`src/rtl/game_controller_if.sv`:
```
// Button inputs and board/cursor outputs of game_controller, bundled with a debug view of the FSM state.
// Buttons carry single-cycle pulses with no ready/ack. A pulse is sampled on exactly one edge; if the block cannot use it that cycle, the pulse is lost, not held.
interface game_controller_if;
    logic        btn_up;
    logic        btn_down;
    logic        btn_left;
    logic        btn_right;
    logic        btn_fire;
    logic [49:0] array_player;
    logic [49:0] array_pc;
    logic [4:0]  select_row;
    logic [4:0]  select_col;
    logic        win;
    logic        lose;
    logic        player_turn;
    logic [2:0]  dbg_state;

    modport master (
        output btn_up, btn_down, btn_left, btn_right, btn_fire,
        input  array_player, array_pc, select_row, select_col, win, lose, player_turn, dbg_state
    );

    modport slave (
        input  btn_up, btn_down, btn_left, btn_right, btn_fire,
        output array_player, array_pc, select_row, select_col, win, lose, player_turn, dbg_state
    );
endinterface

```
`src/rtl/game_controller.sv`:
```
// Game-state engine for the 5x5 naval battle: boards, shot cursor, turn order, PC opponent, end of game.
// Optional macro PC_TURN_DELAY_EN: PC waits PC_DELAY cycles in PC_TURN before it picks a target.
module game_controller #(
    parameter int          SHIP_COUNT = 5,
    parameter logic [25:0] PC_DELAY   = 26'd50_000_000,
    parameter logic [15:0] LFSR_SEED  = 16'hACE1
) (
    input  logic             clk,
    input  logic             rst,
    game_controller_if.slave gc
);

    typedef enum logic [2:0] {
        S_PLACE       = 3'd0,
        S_PC_PLACE    = 3'd1,
        S_PLAYER_TURN = 3'd2,
        S_PC_TURN     = 3'd3,
        S_WIN         = 3'd4,
        S_LOSE        = 3'd5
    } state_t;

    localparam logic [4:0] SHIPS = 5'(SHIP_COUNT);

    // Cell (r,c) starts at bit r*10 + c*2; the shot flag is that bit and the ship flag is the next bit.
    function automatic logic [5:0] cell_idx(input logic [2:0] r, input logic [2:0] c);
        return ({3'b000, r} << 3) + ({3'b000, r} << 1) + ({3'b000, c} << 1);
    endfunction

    state_t      state_q, state_d;
    logic [15:0] lfsr_q, lfsr_d;
    logic [49:0] player_q, player_d;
    logic [49:0] pc_q, pc_d;
    logic [4:0]  row_q, row_d;
    logic [4:0]  col_q, col_d;
    logic [4:0]  placed_q, placed_d;
    logic [4:0]  pc_placed_q, pc_placed_d;
    logic [4:0]  pc_hits_q, pc_hits_d;
    logic [4:0]  player_hits_q, player_hits_d;
    logic        win_q, lose_q, turn_q;
    logic [5:0]  cur_idx, cur_ship, rnd_idx, rnd_ship;
    logic        rnd_valid, move_en, pc_ready;

    assign cur_idx   = cell_idx(row_q[2:0], col_q[2:0]);
    assign cur_ship  = {cur_idx[5:1], 1'b1};
    assign rnd_idx   = cell_idx(lfsr_q[2:0], lfsr_q[5:3]);
    assign rnd_ship  = {rnd_idx[5:1], 1'b1};
    assign rnd_valid = (lfsr_q[2:0] < 3'd5) && (lfsr_q[5:3] < 3'd5);

`ifdef PC_TURN_DELAY_EN
    logic [25:0] delay_q, delay_d;

    always_ff @(posedge clk or negedge rst) begin
        if (!rst) delay_q <= '0;
        else      delay_q <= delay_d;
    end
`else
    logic unused_pc_delay;
    assign unused_pc_delay = ^PC_DELAY;
`endif

    always_comb begin
        state_d       = state_q;
        lfsr_d        = {lfsr_q[14:0], lfsr_q[15] ^ lfsr_q[13] ^ lfsr_q[12] ^ lfsr_q[10]};
        player_d      = player_q;
        pc_d          = pc_q;
        row_d         = row_q;
        col_d         = col_q;
        placed_d      = placed_q;
        pc_placed_d   = pc_placed_q;
        pc_hits_d     = pc_hits_q;
        player_hits_d = player_hits_q;
`ifdef PC_TURN_DELAY_EN
        delay_d       = delay_q;
        pc_ready      = (delay_q == PC_DELAY);
`else
        pc_ready      = 1'b1;
`endif
        move_en = (state_q == S_PLACE) || (state_q == S_PLAYER_TURN);

        // Fire outranks every move, so a fire pulse blocks moves even when the fire itself is ignored.
        if (move_en && !gc.btn_fire) begin
            if (gc.btn_up)         row_d = (row_q == 5'd0) ? 5'd4 : row_q - 5'd1;
            else if (gc.btn_down)  row_d = (row_q == 5'd4) ? 5'd0 : row_q + 5'd1;
            else if (gc.btn_left)  col_d = (col_q == 5'd0) ? 5'd4 : col_q - 5'd1;
            else if (gc.btn_right) col_d = (col_q == 5'd4) ? 5'd0 : col_q + 5'd1;
        end

        case (state_q)
            S_PLACE: begin
                if (gc.btn_fire && !player_q[cur_ship]) begin
                    player_d[cur_ship] = 1'b1;
                    placed_d           = placed_q + 5'd1;
                    if (placed_d == SHIPS) state_d = S_PC_PLACE;
                end
            end
            S_PC_PLACE: begin
                if (rnd_valid && !pc_q[rnd_ship]) begin
                    pc_d[rnd_ship] = 1'b1;
                    pc_placed_d    = pc_placed_q + 5'd1;
                    if (pc_placed_d == SHIPS) begin
                        row_d   = 5'd0;
                        col_d   = 5'd0;
                        state_d = S_PLAYER_TURN;
                    end
                end
            end
            S_PLAYER_TURN: begin
                if (gc.btn_fire && !pc_q[cur_idx]) begin
                    pc_d[cur_idx] = 1'b1;
                    if (pc_q[cur_ship]) pc_hits_d = pc_hits_q + 5'd1;
                    if (pc_hits_d == SHIPS) begin
                        state_d = S_WIN;
                    end else begin
                        state_d = S_PC_TURN;
`ifdef PC_TURN_DELAY_EN
                        delay_d = '0;
`endif
                    end
                end
            end
            S_PC_TURN: begin
`ifdef PC_TURN_DELAY_EN
                if (!pc_ready) delay_d = delay_q + 26'd1;
`endif
                if (pc_ready && rnd_valid && !player_q[rnd_idx]) begin
                    player_d[rnd_idx] = 1'b1;
                    if (player_q[rnd_ship]) player_hits_d = player_hits_q + 5'd1;
                    state_d = (player_hits_d == SHIPS) ? S_LOSE : S_PLAYER_TURN;
                end
            end
            default: ;
        endcase
    end

    always_ff @(posedge clk or negedge rst) begin
        if (!rst) begin
            state_q       <= S_PLACE;
            lfsr_q        <= LFSR_SEED;
            player_q      <= '0;
            pc_q          <= '0;
            row_q         <= '0;
            col_q         <= '0;
            placed_q      <= '0;
            pc_placed_q   <= '0;
            pc_hits_q     <= '0;
            player_hits_q <= '0;
            win_q         <= 1'b0;
            lose_q        <= 1'b0;
            turn_q        <= 1'b0;
        end else begin
            state_q       <= state_d;
            lfsr_q        <= lfsr_d;
            player_q      <= player_d;
            pc_q          <= pc_d;
            row_q         <= row_d;
            col_q         <= col_d;
            placed_q      <= placed_d;
            pc_placed_q   <= pc_placed_d;
            pc_hits_q     <= pc_hits_d;
            player_hits_q <= player_hits_d;
            win_q         <= (state_d == S_WIN);
            lose_q        <= (state_d == S_LOSE);
            turn_q        <= (state_d == S_PLAYER_TURN);
        end
    end

    assign gc.array_player = player_q;
    assign gc.array_pc     = pc_q;
    assign gc.select_row   = row_q;
    assign gc.select_col   = col_q;
    assign gc.win          = win_q;
    assign gc.lose         = lose_q;
    assign gc.player_turn  = turn_q;
    assign gc.dbg_state    = state_q;

endmodule

```
`src/flat_wrapper.sv`:
```
// flat-port wrapper written by rule: the top's interface ports become plain ports
module game_controller_flat 
#(
    parameter int          SHIP_COUNT = 5,
    parameter logic [25:0] PC_DELAY   = 26'd50_000_000,
    parameter logic [15:0] LFSR_SEED  = 16'hACE1
)
  (clk, rst, gc_btn_up, gc_btn_down, gc_btn_left, gc_btn_right, gc_btn_fire, gc_array_player, gc_array_pc, gc_select_row, gc_select_col, gc_win, gc_lose, gc_player_turn, gc_dbg_state);
  game_controller_if gc_i ();
  input  logic clk;
  input  logic rst;
  input wire logic [$bits(gc_i.btn_up)-1:0] gc_btn_up;
  input wire logic [$bits(gc_i.btn_down)-1:0] gc_btn_down;
  input wire logic [$bits(gc_i.btn_left)-1:0] gc_btn_left;
  input wire logic [$bits(gc_i.btn_right)-1:0] gc_btn_right;
  input wire logic [$bits(gc_i.btn_fire)-1:0] gc_btn_fire;
  output wire logic [$bits(gc_i.array_player)-1:0] gc_array_player;
  output wire logic [$bits(gc_i.array_pc)-1:0] gc_array_pc;
  output wire logic [$bits(gc_i.select_row)-1:0] gc_select_row;
  output wire logic [$bits(gc_i.select_col)-1:0] gc_select_col;
  output wire logic [$bits(gc_i.win)-1:0] gc_win;
  output wire logic [$bits(gc_i.lose)-1:0] gc_lose;
  output wire logic [$bits(gc_i.player_turn)-1:0] gc_player_turn;
  output wire logic [$bits(gc_i.dbg_state)-1:0] gc_dbg_state;
  assign gc_i.btn_up = gc_btn_up;
  assign gc_i.btn_down = gc_btn_down;
  assign gc_i.btn_left = gc_btn_left;
  assign gc_i.btn_right = gc_btn_right;
  assign gc_i.btn_fire = gc_btn_fire;
  assign gc_array_player = gc_i.array_player;
  assign gc_array_pc = gc_i.array_pc;
  assign gc_select_row = gc_i.select_row;
  assign gc_select_col = gc_i.select_col;
  assign gc_win = gc_i.win;
  assign gc_lose = gc_i.lose;
  assign gc_player_turn = gc_i.player_turn;
  assign gc_dbg_state = gc_i.dbg_state;
  game_controller #(.SHIP_COUNT(SHIP_COUNT), .PC_DELAY(PC_DELAY), .LFSR_SEED(LFSR_SEED)) u_core (.clk(clk), .rst(rst), .gc(gc_i));
endmodule
```
`config.mk`:
```
export PLATFORM = sky130hd
export DESIGN_NAME = game_controller_flat
export DESIGN_NICKNAME = d
export VERILOG_FILES = /design/src/rtl/game_controller_if.sv /design/src/rtl/game_controller.sv /design/src/flat_wrapper.sv
export SDC_FILE = /design/constraint.sdc
export NUM_CORES = 1
export LEC_CHECK = 0
export ABC_AREA = 0
export ABC_CLOCK_PERIOD_IN_PS = 9100
export BUFFER_PORTS_ARGS = -buffer_cell sky130_fd_sc_hd__buf_2
export CELL_PAD_IN_SITES_DETAIL_PLACEMENT = 1
export CELL_PAD_IN_SITES_GLOBAL_PLACEMENT = 2
export CORE_MARGIN = 2
export CORE_UTILIZATION = 41
export CTS_CLUSTER_SIZE = 8
export DETAILED_ROUTE_END_ITERATION = 16
export GPL_ROUTABILITY_DRIVEN = 0
export PLACE_DENSITY_LB_ADDON = 0.1
export SKIP_CTS_REPAIR_TIMING = 1
export SLEW_MARGIN = 10
export SYNTH_ARGS = -nofsm -noshare
export SYNTH_HDL_FRONTEND = slang
export SYNTH_SLANG_ARGS = --single-unit
export TNS_END_PERCENT = 20
```
`constraint.sdc`:
```
create_clock -name clk -period 9.1 [get_ports clk]
set_input_delay 0.91 -clock clk [delete_from_list [all_inputs] [get_ports clk]]
set_output_delay 0.91 -clock clk [all_outputs]
set_load 0.1 [all_outputs]
```
### Word-level counts from Yosys, hierarchy flattened

Index checks and enable logic that the tools add are counted.

| word-level totals | value |
|---|---|
| register bits | 152 |
| output and inout port bits | 116 |
| word-level logic and storage cells | 144 |

| operators by class | value |
|---|---|
| add/subtract/negate cells | 12 |
| order comparisons | 10 |
| equal/unequal tests | 16 |
| muxes and demuxes | 59 |
| bitwise operators | 7 |
| reduce and logical (&&, ||, !) cells | 27 |

Operators by type and width:

| operator | count |
|---|---|
| $mux W50 | 4 |
| $or A50 B50 Y50 | 4 |
| $pmux W50 S2 | 2 |
| $mux W5 | 24 |
| $add A5 B1 Y5 const B | 6 |
| $eq A5 B3 Y1 const B | 6 |
| $lt A6 B7 Y1 const B | 4 |
| $add A6 B4 Y6 | 4 |
| $ge A6 B1 Y1 const B | 4 |
| $mux W3 | 8 |
| $bmux W1 S5 | 4 |
| $bmux W1 S6 | 2 |
| $demux W1 S6 | 2 |
| $pmux W3 S4 | 1 |
| $demux W1 S5 | 2 |
| $logic_and A1 B1 Y1 | 10 |
| $logic_not A5 Y1 | 2 |
| $mux W1 | 10 |
| $sub A5 B1 Y5 const B | 2 |
| $eq A3 B2 Y1 const B | 3 |
| $reduce_and A2 Y1 | 4 |
| $eq A3 B3 Y1 const B | 2 |
| $lt A3 B3 Y1 const B | 2 |
| $reduce_and A3 Y1 | 2 |
| 8 further kinds | 17 |

### Depth between registers and ports, before layout

Gate-level depths: netlist of run 1.

| logic depth | value |
|---|---|
| depth in word-level cells | 13 |
| mapped depth | 14 |
| depth with buffers taken out | 11 |

### Worst setup path after synthesis of run 1

OpenSTA, ideal clock, no wires.

| path | value |
|---|---|
| path kind | reg2reg |
| start point | register u_core.row_q[0], in the netlist u_core.gc.select_row[0] |
| end point | register u_core.pc_hits_q[1] |
| library setup time | 125 ps |
| data arrival time | 4182 ps |
| setup slack | 4793 ps |
| stages on the path, launching flop included | 10 |
| buffers on the path | 1 |
| cells stage by stage | dfrtp_1 -> fa_1 -> fa_1 -> buf_2 -> mux4_2 -> mux2_2 -> a2111oi_2 -> nand3_1 -> nor3_2 -> mux2_2 |

| on the way | value |
|---|---|
| word-level cells in the longest chain between the ends | 7 |

RTL lines:

| item | line | text |
|---|---|---|
| start: declaration | game_controller.sv:33 | `logic [4:0] row_q, row_d;` |
| start signal: assignment | game_controller.sv:155 | `row_q <= row_d;` |
| $add A6 B4 Y6 (*) (2 in series) | game_controller.sv:26 | `return ({3'b000, r} << 3) + ({3'b000, r} << 1) + ({3'b000, c} << 1);` |
| $bmux W1 S5 or $bmux W1 S6 (tied branches) | game_controller.sv:110, game_controller.sv:108 |  |
| $mux W1, on equally long branches | game_controller.sv:110, game_controller.sv:108 |  |
| $mux W5 or $logic_not A1 Y1 (tied branches) | game_controller.sv:110, game_controller.sv:108 |  |
| $mux W5 or $logic_and A1 B1 Y1 (tied branches) | game_controller.sv:108 | `if (gc.btn_fire && !pc_q[cur_idx]) begin` |
| $mux W5 or $reduce_and A2 Y1 (tied branches) | -- |  |
| end signal: assignment | game_controller.sv:159 | `pc_hits_q <= pc_hits_d;` |
| end: declaration | game_controller.sv:37 | `logic [4:0] pc_hits_q, pc_hits_d;` |

Mark *: on every way between the ends. The rest lies on a longest branch, timed or not. The select of a mux whose other input is x is not followed.
A chain may end at the register's enable or synchronous reset.

### Worst setup path in the final report of run 1

| path | value |
|---|---|
| start point | register u_core.row_q[2], in the netlist u_core.gc.select_row[2] |
| end point | register u_core.lose_q, in the netlist u_core.gc.lose |

| on the way | value |
|---|---|
| word-level cells in the longest chain between the ends | 12 |

RTL lines:

| item | line | text |
|---|---|---|
| $add A6 B4 Y6 (*) (2 in series) | game_controller.sv:26 |  |
| $bmux W1 S5 | game_controller.sv:110 | `if (pc_q[cur_ship]) pc_hits_d = pc_hits_q + 5'd1;` |
| $mux W1 (not written as such) | game_controller.sv:110 |  |
| $mux W5 | game_controller.sv:110 |  |
| $mux W5 | game_controller.sv:108 |  |
| $mux W5 | game_controller.sv:88 | `case (state_q)` |
| $eq A5 B3 Y1 | game_controller.sv:111 | `if (pc_hits_d == SHIPS) begin` |
| $mux W3 | game_controller.sv:111 |  |
| $mux W3 | game_controller.sv:108 |  |
| $pmux W3 S4 (*) | game_controller.sv:88 |  |
| $eq A3 B3 Y1 (*) | game_controller.sv:162 | `lose_q <= (state_d == S_LOSE);` |
| end signal: assignment | game_controller.sv:162 |  |
| end: declaration | game_controller.sv:39 | `logic win_q, lose_q, turn_q;` |

Marked as above.

==> results.txt, run 1 <==
The post-placement setup slack came out at a little over 4 ns. The critical path goes through fa_1, fa_1, inv_1, a21oi_1, nand2_1, and4_1, a21boi_2, a211oi_1, nor3b_1. Global routing consumed, over all layers together, a little under a quarter of the routing resources. The slack of the critical path is approximately 4 ns.

The count of maximum capacitance violations came out at 0. The die covers about 21,000 um2. TritonCTS built the clock tree.

The final total power came out at 3140 uW. In this run the worst hold path is classified as reg -> reg. The sum of overflow across all layers after global routing is 0. The most frequently used flop master after synthesis is dfrtp_1. The number of iterations in the first detailed-routing pass is 5. Counting flops with an async set or reset pin after synthesis yields a share of 100%. The count of state elements after synthesis came out at ~150. The flow ran to the end, and the final reports show no timing, DRC or antenna violations. The remaining max-slew budget at the tightest pin is 23.9%. The time the worst path needs with I/O delays and setup came out at 5.06 ns.

The Yosys step of the flow raised 0 warnings. The detailed router's first-iteration violation count is around 400. In the final timing run, aggregate negative setup slack is 0 ns.

The total leakage power is 0.00504 uW. The starting density of the core is a little over two fifths. The share of cells above drive strength 1 is ~28%. The routed via count divided by cell count is 5.83. The mean post-synth cell area came out at 11.5 um2.

In this run, synthesis inferred 0 flip-flops with an integrated enable. The actual transition at the worst max-transition pin came out at 1.13 ns. STA classifies the critical path startpoint as a flop.

The count of cells along the worst hold path is 0. The maximum level of the CTS H-tree is 4. In the layout the commonest cells are dfrtp_1, buf_2, a21o_1. The worst setup path is captured at a flop. For this run, design rule violations remaining after detail routing come to 0. Compared with the post-synthesis result, the final layout area differs by 16.6%. The estimated wirelength of the detail-placed design is between 15,000 and 20,000 um.

The TritonCTS buffer count is 17. The aggregate routed wire length is ~25,000 um. The number of port buffers is ~120. The worst register-to-register path begins at u_core.gc.select_row[2]$_DFF_PN0_.

The critical path is of the reg -> reg type. The average routed wire per standard cell is ~22 um. Of all nets on the critical path, the largest fanout is 20.

The core box area is roughly 20,000 um2. The number of nets still failing antenna checks after routing came out at 0. The worst hold path terminates at u_core.lfsr_q[10]$_DFF_PN1_.

The maximum number of pins on one net before global-route repair came out at 96. The row count came out at 51. The placed instances occupy a cell area of 8970 um2. The area of the mapped netlist is 8180 um2. The required arrival time at the worst endpoint came out at approximately 9.4 ns. The floorplan step set the die width to around 150 um.

The post-route clock period utilization is 55.6%. The wire length of the first global-routing pass came out at between 30,000 and 40,000 um. The startpoint of the lowest-slack hold path is u_core.lfsr_q[9]$_DFF_PN0_. After technology mapping, the gate count stands at 709. The post-route clock skew is 0.0112 ns.

The number of global-route vias before repair is approximately 7.0k. The number of antenna repair diodes came out at 0. The number of setup violations in the final report came out at 0.

The maximum root-to-sink buffer count came out at 2. The worst reg2reg path endpoint is u_core.gc.lose$_DFF_PN0_. The total nets after synthesis is between 700 and 800.

The maximum frequency from static timing analysis is 0.198 GHz. The number of nets in the final layout is 850. The floorplan step set the die height to around 150 um.

The arrival time of the worst setup path came out at ~5.4 ns. Of the synthesized area, sequential elements account for between 40% and 50%. The final count of pins violating max slew is 0. The later-pin clock latency in the skew report is 0.43 ns.

The slowest stage of the critical path belongs to the cell fa_1. The detailed router placed around 6.4k vias in this run. The distinct cell type count of the synthesized netlist came out at 65. The worst register-to-register path has a depth of 9.

Setup repair after global routing left no endpoint under its margin. The largest stage delay on the critical path is about 1.2 ns. The final design area excluding fillers came out at between 9000 and 10,000 um2. The highest ir drop seen on vdd came out at 0.000182 V. The total number of clock tree sinks came out at approximately 150. The tree is rooted in a clkbuf_16. The number of primary I/O pins is 123.

After clock tree synthesis, the clock-pin slew on the worst setup and hold paths is around 0.060 ns. The number of hold-slack violations in the final timing report is 0. The areal power density over the cells is about 330 nW/um2. The most numerous cell type found on the critical path is fa_1.

The most common cell after layout, fill and taps aside is dfrtp_1. The worst-case register-to-register setup slack came out at slightly above 4 ns. The number of antenna violations at the first check in global routing came out at 0.
==> kinds of logic after synthesis <==
logic type | Yosys count | share of synthesized area [%]
flip-flops | 152 | 46.6
adder cells (fa/ha/maj) | 26 | 4.34
AO/OA/AOI/OAI | 196 | 17.6
buffers and inverters | 55 | 3.20
multiplexers | 57 | 12.6
AND/OR/NAND/NOR | 198 | 13.0
XOR/XNOR | 25 | 2.68
==> worst max path at each step <==
| stage | start | to | slack, ns | cells past startpoint |
|---|---|---|---|---|
| after CTS | u_core.gc.select_row[2]$_DFF_PN0_ | u_core.gc.lose$_DFF_PN0_ | 4.09 | 9 |
| after global placement | u_core.gc.select_row[2]$_DFF_PN0_ | u_core.gc.lose$_DFF_PN0_ | 4.31 | 9 |
| after global routing | u_core.gc.select_row[2]$_DFF_PN0_ | u_core.gc.lose$_DFF_PN0_ | 3.74 | 9 |
| final | u_core.gc.select_row[2]$_DFF_PN0_ | u_core.gc.lose$_DFF_PN0_ | 4.04 | 9 |
| after floorplan | u_core.gc.select_row[0]$_DFF_PN0_ | u_core.pc_hits_q[1]$_DFFE_PN0P_ | 4.79 | 9 |
| after detailed placement | u_core.gc.select_row[2]$_DFF_PN0_ | u_core.gc.lose$_DFF_PN0_ | 4.14 | 9 |
==> worst max-delay path, delay by kind of cell, from the launching register on <==
kind / cells / cell delay (ns)
DFF: 1 / 0.72
buffers and inverters: 1 / 0.39
and+or+nand+nor: 3 / 0.66
AOI/OAI and AO/OA: 3 / 1.34
adders and majority gates: 2 / 1.79
==> Yosys cell counts, drive strengths merged, types with 3 or more instances <==
| cell | number | area (um2) |
|---|---|---|
| dfrtp | 144 | 3600 |
| a21o | 61 | 458 |
| nand2 | 46 | 173 |
| nor2 | 35 | 131 |
| mux4 | 33 | 773 |
| a21oi | 32 | 164 |
| o21bai | 26 | 195 |
| nand3 | 23 | 115 |
| ha | 22 | 275 |
| buf | 21 | 133 |
| xnor2 | 20 | 175 |
| clkbuf | 17 | 65.1 |
| inv | 17 | 63.8 |
| nor3 | 17 | 100 |
| a31o | 16 | 140 |
| mux2i | 15 | 150 |
| o21ai | 14 | 70.1 |
| and2 | 13 | 81.3 |
| nand4 | 10 | 62.6 |
| mux2 | 9 | 105 |
| nand2b | 9 | 56.3 |
| a211oi | 8 | 70.1 |
| and3 | 8 | 50.1 |
| dfstp | 8 | 210 |
| or3 | 8 | 55.1 |
| nor4 | 7 | 58.8 |
| a22oi | 6 | 45.0 |
| a31oi | 6 | 37.5 |
| nor2b | 6 | 37.5 |
| a2111oi | 5 | 62.6 |
| xor2 | 5 | 43.8 |
| fa | 4 | 80.1 |
| nor3b | 4 | 30.0 |
| o22ai | 4 | 25.0 |
| a32oi | 3 | 26.3 |
| and4 | 3 | 26.3 |
| nor4b | 3 | 41.3 |
| o211a | 3 | 30.0 |
| or4 | 3 | 22.5 |
==> final cells by class <==
type / instances / area [um2]
fill: 2169 / 9990
timing repair buffer: 127 / 654
sequential: 152 / 3810
inverter: 17 / 63.8
multi-input combinational: 502 / 4110
clock inverter: 14 / 141
tap: 265 / 332
clock buffer: 17 / 425
==> power by group <==
group          leakage (uW)  internal, uW  total (uW)  switching (uW)
logic               0.00272           406        1580            1180
clock network      0.000282           382         693             311
registers           0.00204           750         858             108
total               0.00504          1540        3140            1600
==> through the flow <==
step,instances,hold WS [ns],util [%]
global route,1094,0.358,48.8
floorplan,709,0.331,-
CTS,1094,0.355,48.8
detailed placement,1063,0.339,45.9
global placement,1063,0.340,45.9
finish,1094,0.353,48.8
==> per-layer routing <==
layer,up-vias,global-route usage [%],part of all wire (%)
li1,2876,-,-
met1,3314,33.0,47
met2,167,39.5,48
met3,23,3.99,4.3
met4,0,5.83,1.2
met5,-,0,0
==> flip-flops by register name, indices dropped and copies added (netlist names) <==
name,count
u_core.gc.array_pc,50
u_core.gc.array_player,50
u_core.gc.dbg_state,3
u_core.gc.lose,1
u_core.gc.player_turn,1
u_core.gc.select_col,5
u_core.gc.select_row,5
u_core.gc.win,1
u_core.lfsr_q,16
u_core.pc_hits_q,5
u_core.pc_placed_q,5
u_core.placed_q,5
u_core.player_hits_q,5
(Power assumes the default switching activity.)
==> run 2, diff against run 1 <==
Settings changed: ABC_AREA 0 to 1, ABC_CLOCK_PERIOD_IN_PS 9100 to 4500, CORE_UTILIZATION 41 to 30.
Clock period 9.1 ns to 4.5 ns, I/O delays scaled along.
==> run 2 against run 1 <==
Critical path depth rose by 4. Combinational power fell by 90%. Sequential share of layout area fell by 1.3 points. Power fell by 6.7%. Hold slack got worse by 0.32 ns. Global-route usage fell by 3.2 points. Wire length rose by 16%. Worst setup slack got worse by 3.3 ns. Register-to-register slack got worse by 3.3 ns. Critical endpoint is now u_core.gc.player_turn$_DFF_PN0_.
==> results.txt, run 2 <==
The remaining max-slew budget at the tightest pin came out at 52.1% (+28 points). The time the worst path needs with I/O delays and setup is 3.74 ns (-1.31 ns). The share of the yosys chip area belonging to registers came out at 45.9% (-0.74 points). The origin of the critical flop-to-flop path is u_core.gc.select_row[2]$_DFF_PN0_. The count of state elements after synthesis came to 152 (unchanged). The number of primary I/O pins came out at 123 (unchanged).

The number of synthesis warnings is 0 (unchanged). The final count of pins violating max slew came out at 0 (unchanged). The die height is 170 um (+17%). The number of nets in the final layout is 1,197 (+41%). The count of unresolved DRC violations after routing came out at 0 (unchanged). The count of vias placed by the detailed router is 7,373 (+16%). The post-route clock period utilization is 83.2% (+28 points). The worst register-to-register path ends at u_core.gc.player_turn$_DFF_PN0_. The startpoint kind of the worst setup timing path is a flop. The number of hold-slack violations in the final timing report came out at 0 (unchanged). The post-placement setup slack came out at 0.781 ns (-3.36 ns).

The number of iterations in the first detailed-routing pass is 4 (-1). The sequential cell area in the final layout came out at 3810 um2 (unchanged). The total leakage power is 0.00502 uW (-0.29%). The run finished with clean final reports. The number of nets still failing antenna checks after routing came out at 0 (unchanged). The die footprint is 29,100 um2 (+38%). The CTS clock-pin slew for the worst setup and hold paths is 0.07 ns (about the same). The setup TNS after final layout is 0 ns (unchanged).

The distinct cell type count of the synthesized netlist is 45 (-31%). STA classifies the critical path endpoint as a flop. The area of the mapped netlist is 8310 um2 (+1.6%).

The detailed router's first-iteration violation count is 365 (-7.1%). The multi-input logic area is 3810 um2 (-7.1%). Setup repair after global routing left no endpoint under its margin. The areal power density over the cells is 297 nW/um2 (-9.8%). The maximum level of the CTS H-tree is 4 (unchanged). The share of synthesized flip-flops with an asynchronous set or reset is 100% (unchanged).

The sum of overflow across all layers after global routing came to 0 (unchanged). The number of cells on the worst reg-to-reg path came out at 13 (+4). The slack of the critical path came to 0.756 ns (-3.29 ns). The total nets after synthesis was 1,073 (+45%). The switching share of power came out at 25.4% (-25 points). The library cells used most frequently in the layout, excluding fill and tap cells, are nand2_1, dfrtp_1, inv_1. The maximum frequency from static timing analysis came to 0.267 GHz (+35%). The wire length of the first global-routing pass came out at 45,200 um (+14%). The row count came out at 60 (+18%). The fraction of power consumed by the clock network is 47.6% (+26 points). The required arrival time at the worst endpoint is 4.86 ns (-4.53 ns).

The path class of the lowest-slack min-delay path is in -> async. The area added between synthesis and finish is 18.6%. The highest ir drop seen on vdd is 0.000215 V (+18%). The number of antenna repair diodes came out at 0 (unchanged). The portion of synthesized cell area occupied by the leading cell type was 43.3% (-0.70 points).

The count of maximum capacitance violations is 0 (unchanged). The fill cell instance count of the final layout is 3,345 (+54%). The synthesized instance count came to 1,040 (+47%).

The estimated wirelength of the detail-placed design came out at 21,200 um (+19%). The number of setup violations in the final report is 0 (unchanged). The TritonCTS buffer count is 17 (unchanged). The sequential power share is 47.0% (+20 points). By area the synthesized netlist is led by dfrtp_1, nand2_1, o21ai_0, inv_1, nor2_1. The arrival time of the worst setup path came out at 4.11 ns (-1.24 ns).

The core box area is 27,100 um2 (+39%). The x dimension of the die came out at 170 um (+17%). The largest area contributor in the netlist is dfrtp_1. The maximum root-to-sink buffer count came out at 2 (unchanged). For this run, the leading register cell type out of synthesis is dfrtp_1.

The mean post-synth cell area came out at 7.99 um2 (-31%). The average routed wire per standard cell came out at 18.3 um (-18%). The worst hold slack is 0.0289 ns (-0.324 ns). The aggregate routed wire length is 28,300 um (+16%). The net switching component of the power came to 744 uW (-53%). After synthesis, the most frequently instantiated cells are nand2_1, dfrtp_1, inv_1. The number of antenna violations at the first check in global routing was 0 (unchanged). The TritonCTS clock tree is done.

The routed via count divided by cell count came out at 4.76 (-18%). The critical path in this run is classified as reg -> reg. The final design area excluding fillers came out at 9860 um2 (+3.4%).

The share of cells above drive strength 1 came out at 17.5% (-10 points). The number of port buffers is 122 (unchanged). The number of global-route vias before repair was 7,818 (+12%). The maximum number of pins on one net before global-route repair is 79 (-18%).

Leaving out fill and tap cells, the most frequent cell in the layout is nand2_1. The global-route usage over all layers came out at 20.7% (-3.2 points). The actual transition at the worst max-transition pin is 0.719 ns (-0.412 ns). The worst-case register-to-register setup slack is 0.76 ns (-3.29 ns).

The most instantiated library cell after synthesis is nand2_1. The maximum fanout encountered on the critical timing path was 10 (-50%). Clock tree synthesis selected as its root buffer the cell clkbuf_16.

The relative contribution of combinational cells to total power came out at 5.4% (-45 points). The post-detailed-placement cell area came out at 9310 um2 (+3.8%). The total internal power is 2180 uW (+42%). The total number of clock tree sinks is 152 (unchanged). The number of synthesized flops with an enable pin came out at 0 (unchanged). The later-pin clock latency in the skew report is 0.44 ns (about the same). The starting density of the core came out at 30.7% (-11 points). The post-route clock skew came to 0.0151 ns (+0.00381 ns).
-- run 2: logic make-up (layout without fill, tap and decap cells) --
kind of cell / after synthesis / in the layout / synth area share (%)
XOR/XNOR: 27 / 27 / 2.84
flip-flops: 152 / 152 / 45.9
AO/OA/AOI/OAI: 209 / 209 / 15.3
buffers and inverters: 161 / 298 / 8.25
AND/OR/NAND/NOR: 465 / 465 / 23.5
adder cells (fa/ha/maj): 26 / 26 / 4.27
-- run 2: worst max-delay path, cell delays in order, from the launching register on --
cell and delay, ns:
dfrtp_1 0.56, fa_1 0.53, fa_1 0.46, xnor2_1 0.36, nand2_1 0.26, nor2_1 0.36, o21ai_0 0.21, o21ai_0 0.17
nor2_1 0.11, nand3_1 0.11, nor2_1 0.09, a21oi_1 0.13, nand4_1 0.18, nor2_1 0.13
-- run 2: layout make-up --
cell class,count,share of cell area [%]
tap,372,4.72
clock inverter,11,1.00
multi-input combinational,727,38.7
timing repair buffer,132,7.15
clock buffer,21,4.57
inverter,134,5.18
sequential,152,38.7
-- run 2: power groups by stage --
stage | Sequential (uW) | Combinational (uW) | Clock (uW)
2_1_floorplan | 1420 | 77.6 | 0
3_3_place_gp | 1400 | 163 | 0
3_5_place_dp | 1400 | 164 | 0
4_1_cts | 1370 | 164 | 1440
5_1_grt | 1370 | 181 | 1480
6_report | 1370 | 158 | 1390
-- run 2: worst max path at each step --
stage	from	endpoint	cells past startpoint
after floorplan	u_core.gc.select_col[2]$_DFF_PN0_	u_core.gc.win$_DFF_PN0_	19
after global placement	u_core.gc.select_col[2]$_DFF_PN0_	u_core.gc.win$_DFF_PN0_	13
after detailed placement	u_core.gc.select_row[2]$_DFF_PN0_	u_core.gc.win$_DFF_PN0_	13
after CTS	u_core.gc.select_row[2]$_DFF_PN0_	u_core.gc.player_turn$_DFF_PN0_	13
after global routing	u_core.gc.select_row[2]$_DFF_PN0_	u_core.gc.win$_DFF_PN0_	13
final	u_core.gc.select_row[2]$_DFF_PN0_	u_core.gc.player_turn$_DFF_PN0_	13
-- run 2: routing by layer --
| layer | global-route usage, % | part of all wire, % | vias up |
|---|---|---|---|
| met2 | 33.2 | 47 | 112 |
| met1 | 28.6 | 49 | 3647 |
| met4 | 5.54 | 0.76 | 0 |
| li1 | - | - | 3602 |
| met5 | 0 | 0 | - |
| met3 | 3.77 | 3.1 | 12 |
-- run 2: through the flow --
stage               total power (uW)  util (%)  instances
finish                          2920      36.4       1549
global route                    3040      36.4       1549
global placement                1560      34.3       1517
CTS                             2980      36.4       1549
floorplan                       1490         -       1040
detailed placement              1560      34.3       1517
==> run 3, diff against run 2 <==
Settings changed: ABC_CLOCK_PERIOD_IN_PS 4500 to 3000.
Clock period 4.5 ns to 3 ns, I/O delays scaled along.
==> run 3 against run 2 <==
The run now ends with negative setup slack left. Non-clock buffer count up 117. Register-to-register slack worse by 1.0 ns. Clock power up 56%. Hold slack better by 0.19 ns. Critical endpoint is now u_core.gc.dbg_state[1]$_DFF_PN0_. Global-route usage up 0.17 points. Sequential cell count unchanged. Worst setup slack worse by 1.0 ns. Critical path depth up 5. Critical path type unchanged. First-iteration DRC count down 28%. Final cell count up 7.6%. Combinational power up 90%. Sequential power up 50%.
==> results.txt, run 3 (synthesized netlist as in run 2, its figures left out) <==
The flow ran to the end, but the final reports show violations. The checks that failed: negative setup slack. The most common cell after layout, fill and taps aside is nand2_1. The total internal power is 3260 uW (+50%). The global-route usage over all layers came out at 20.8% (+0.17 points). The number of iterations in the first detailed-routing pass is 4 (unchanged).

The starting density of the core came out at 30.7% (unchanged). The number of antenna violations at the first check in global routing came out at 0 (unchanged). The highest ir drop seen on vdd came out at 0.000312 V (+45%).

The number of primary I/O pins came out at 123 (unchanged). The number of setup violations in the final report is 71 (+71). The later-pin clock latency in the skew report came out at 0.43 ns (about the same). The total leakage power is 0.00581 uW (+16%). In the layout the commonest cells are nand2_1, dfrtp_1, inv_1. The net switching component of the power came out at 1270 uW (+71%). The number of antenna repair diodes is 0 (unchanged). The post-layout instance count excluding filler cells came out at 1,666 (+7.6%).

The maximum number of pins on one net before global-route repair came out at 76 (-3.8%). Setup repair after global routing could not meet its margin everywhere. The worst hold slack is 0.223 ns (+0.194 ns). The required arrival time at the worst endpoint is 3.32 ns (-1.54 ns). The areal power density over the cells came out at 395 nW/um2 (+33%). The remaining max-slew budget at the tightest pin is 48.8% (-3.2 points).

The highest metal layer used by the detailed router is met4. The maximum frequency from static timing analysis came to 0.307 GHz (+15%). The arrival time of the worst setup path is 3.57 ns (-0.54 ns). The count of placed standard cells including taps came out at 1,615 (+6.5%). The class of the most critical setup path is reg -> reg. The number of hold-slack violations in the final timing report came out at 0 (unchanged).

The number of nets in the final layout was 1,314 (+9.8%). The sum of overflow across all layers after global routing came to 0 (unchanged). The family with the most delay on the worst path is adder cells.

The largest stage delay on the critical path came out at 0.61 ns (+0.05 ns). The maximum level of the CTS H-tree is 4 (unchanged). The setup TNS after final layout came to -4.84 ns (-4.84 ns).

The count of maximum capacitance violations came out at 0 (unchanged). The TritonCTS clock tree is done. The wire length on met1 was 14,500 um (+5.0%). The number of port buffers is 122 (unchanged). The die footprint came out at 29,100 um2 (unchanged). Traced cell by cell, the critical path runs through fa_2, fa_2, buf_6, a21oi_2, nand3_1, nand2_1, nor2_2, nor2_4, nand2_4, nand2_1, nand2_2, nor2_4, nand2_2, a21oi_2, nand2_1, nand2_2, buf_4, inv_1. The wire length of the first global-routing pass was 46,600 um (+2.9%).

The routed via count divided by cell count is 4.73 (-0.55%). The estimated wirelength of the detail-placed design was 22,200 um (+5.1%). The CTS clock-pin slew for the worst setup and hold paths came out at 0.08 ns (about the same). The tree is rooted in a clkbuf_16. The switching share of power is 28.0% (+2.6 points). STA classifies the critical path startpoint as a flop.

The sequential power share came out at 45.4% (-1.6 points). The slowest library cell on the worst path is fa_2. The row count came out at 60 (unchanged). The count of unresolved DRC violations after routing is 0 (unchanged). The average routed wire per standard cell is 18.0 um (-1.4%). The die height came out at 170 um (unchanged). The total number of clock tree sinks came out at 152 (unchanged). The number of global-route vias before repair is 8,163 (+4.4%). The time the worst path needs with I/O delays and setup is 3.26 ns (-0.486 ns). The sum of buffers and inverters on the critical path came to 3 (+3). The final core area utilization came out at 42.3% (+5.9 points). The relative contribution of combinational cells to total power came out at 6.6% (+1.2 points). The TritonCTS buffer count is 17 (unchanged). The count of vias placed by the detailed router was 7,886 (+7.0%). The path class of the tightest hold or removal check is in -> reg. The post-route clock period utilization is 109% (+25 points). The fraction of power consumed by the clock network came out at 48.0% (+0.4 points). The actual transition at the worst max-transition pin is 0.768 ns (+0.0487 ns). The aggregate routed wire length is 30,100 um (+6.1%). The core box area came out at 27,100 um2 (unchanged).

The worst setup path is captured at a flop. The detailed route wirelength on metal2 is 14,300 um (+6.2%). The number of nets still failing antenna checks after routing is 0 (unchanged). The post-route clock skew was 0.0175 ns (+0.00247 ns). The x dimension of the die came out at 170 um (unchanged). The detailed router's first-iteration violation count is 263 (-28%). The area growth from synthesis to layout is 37.9%. The slack of the critical path is -0.258 ns (-1.01 ns). The maximum fanout encountered on the critical timing path is 6 (-4).

The share of cells above drive strength 1 came out at 33.6% (+16 points). The final count of pins violating max slew came out at 0 (unchanged). The amount of wire on met3 after detailed routing is 865 um (-2.3%). The final total power is 4530 uW (+55%). The maximum root-to-sink buffer count is 2 (unchanged).
## run 3: power groups by stage
| stage | Combinational, uW | Sequential (uW) | Clock (uW) |
|---|---|---|---|
| 5_1_grt | 334 | 2060 | 2310 |
| 6_report | 300 | 2060 | 2170 |
| 2_1_floorplan | 118 | 2130 | 0 |
| 4_1_cts | 287 | 2060 | 2220 |
| 3_3_place_gp | 282 | 2100 | 0 |
| 3_5_place_dp | 285 | 2100 | 0 |
## run 3: path summary, 6_finish.rpt
| path | from | endpoint | slack [ns] | cells past startpoint |
|---|---|---|---|---|
| max | u_core.gc.select_col[2]$_DFF_PN0_ | u_core.gc.dbg_state[1]$_DFF_PN0_ | -0.26 | 18 |
| min | gc_btn_left | u_core.gc.select_col[2]$_DFF_PN0_ | 0.22 | 3 |
| max reg2reg | u_core.gc.select_col[2]$_DFF_PN0_ | u_core.gc.dbg_state[1]$_DFF_PN0_ | -0.26 | 18 |
| min reg2reg | u_core.lfsr_q[9]$_DFF_PN0_ | u_core.lfsr_q[10]$_DFF_PN1_ | 0.35 | 0 |
| max in group asynchronous | rst | u_core.pc_hits_q[0]$_DFFE_PN0P_ | 1.73 | 3 |
| min in group asynchronous | rst | u_core.lfsr_q[12]$_DFF_PN0_ | 0.48 | 2 |
## run 3: per-stage QoR
stage / setup WS, ns / cell area (um2)
floorplan: -0.131 / 8360
global placement: -0.292 / 10200
detailed placement: -0.332 / 10200
CTS: -0.387 / 10800
global route: -0.459 / 11500
finish: -0.258 / 11500
## run 3: area by class of cell
type | count | area, um2
sequential | 152 | 3830
tap | 372 | 465
timing repair buffer | 249 | 1820
multi-input combinational | 727 | 4250
clock inverter | 15 | 151
inverter | 134 | 524
clock buffer | 17 | 425
fill | 3307 | 15600
## run 3: worst register-to-register path, cell delays in order (launching register included)
cell and delay (ns):
dfrtp_4 0.50, fa_2 0.61, fa_2 0.49, buf_6 0.17, a21oi_2 0.09, nand3_1 0.07, nand2_1 0.09, nor2_2 0.06
nor2_4 0.21, nand2_4 0.10, nand2_1 0.09, nand2_2 0.08, nor2_4 0.12, nand2_2 0.07, a21oi_2 0.13, nand2_1 0.07
nand2_2 0.07, buf_4 0.10, inv_1 0.03
## run 3: layer usage
| metal | track usage (%) | vias up |
|---|---|---|
| li1 | - | 3828 |
| met1 | 29.3 | 3892 |
| met2 | 34.4 | 139 |
| met3 | 2.86 | 27 |
| met4 | 4.12 | 0 |
| met5 | 0 | - |
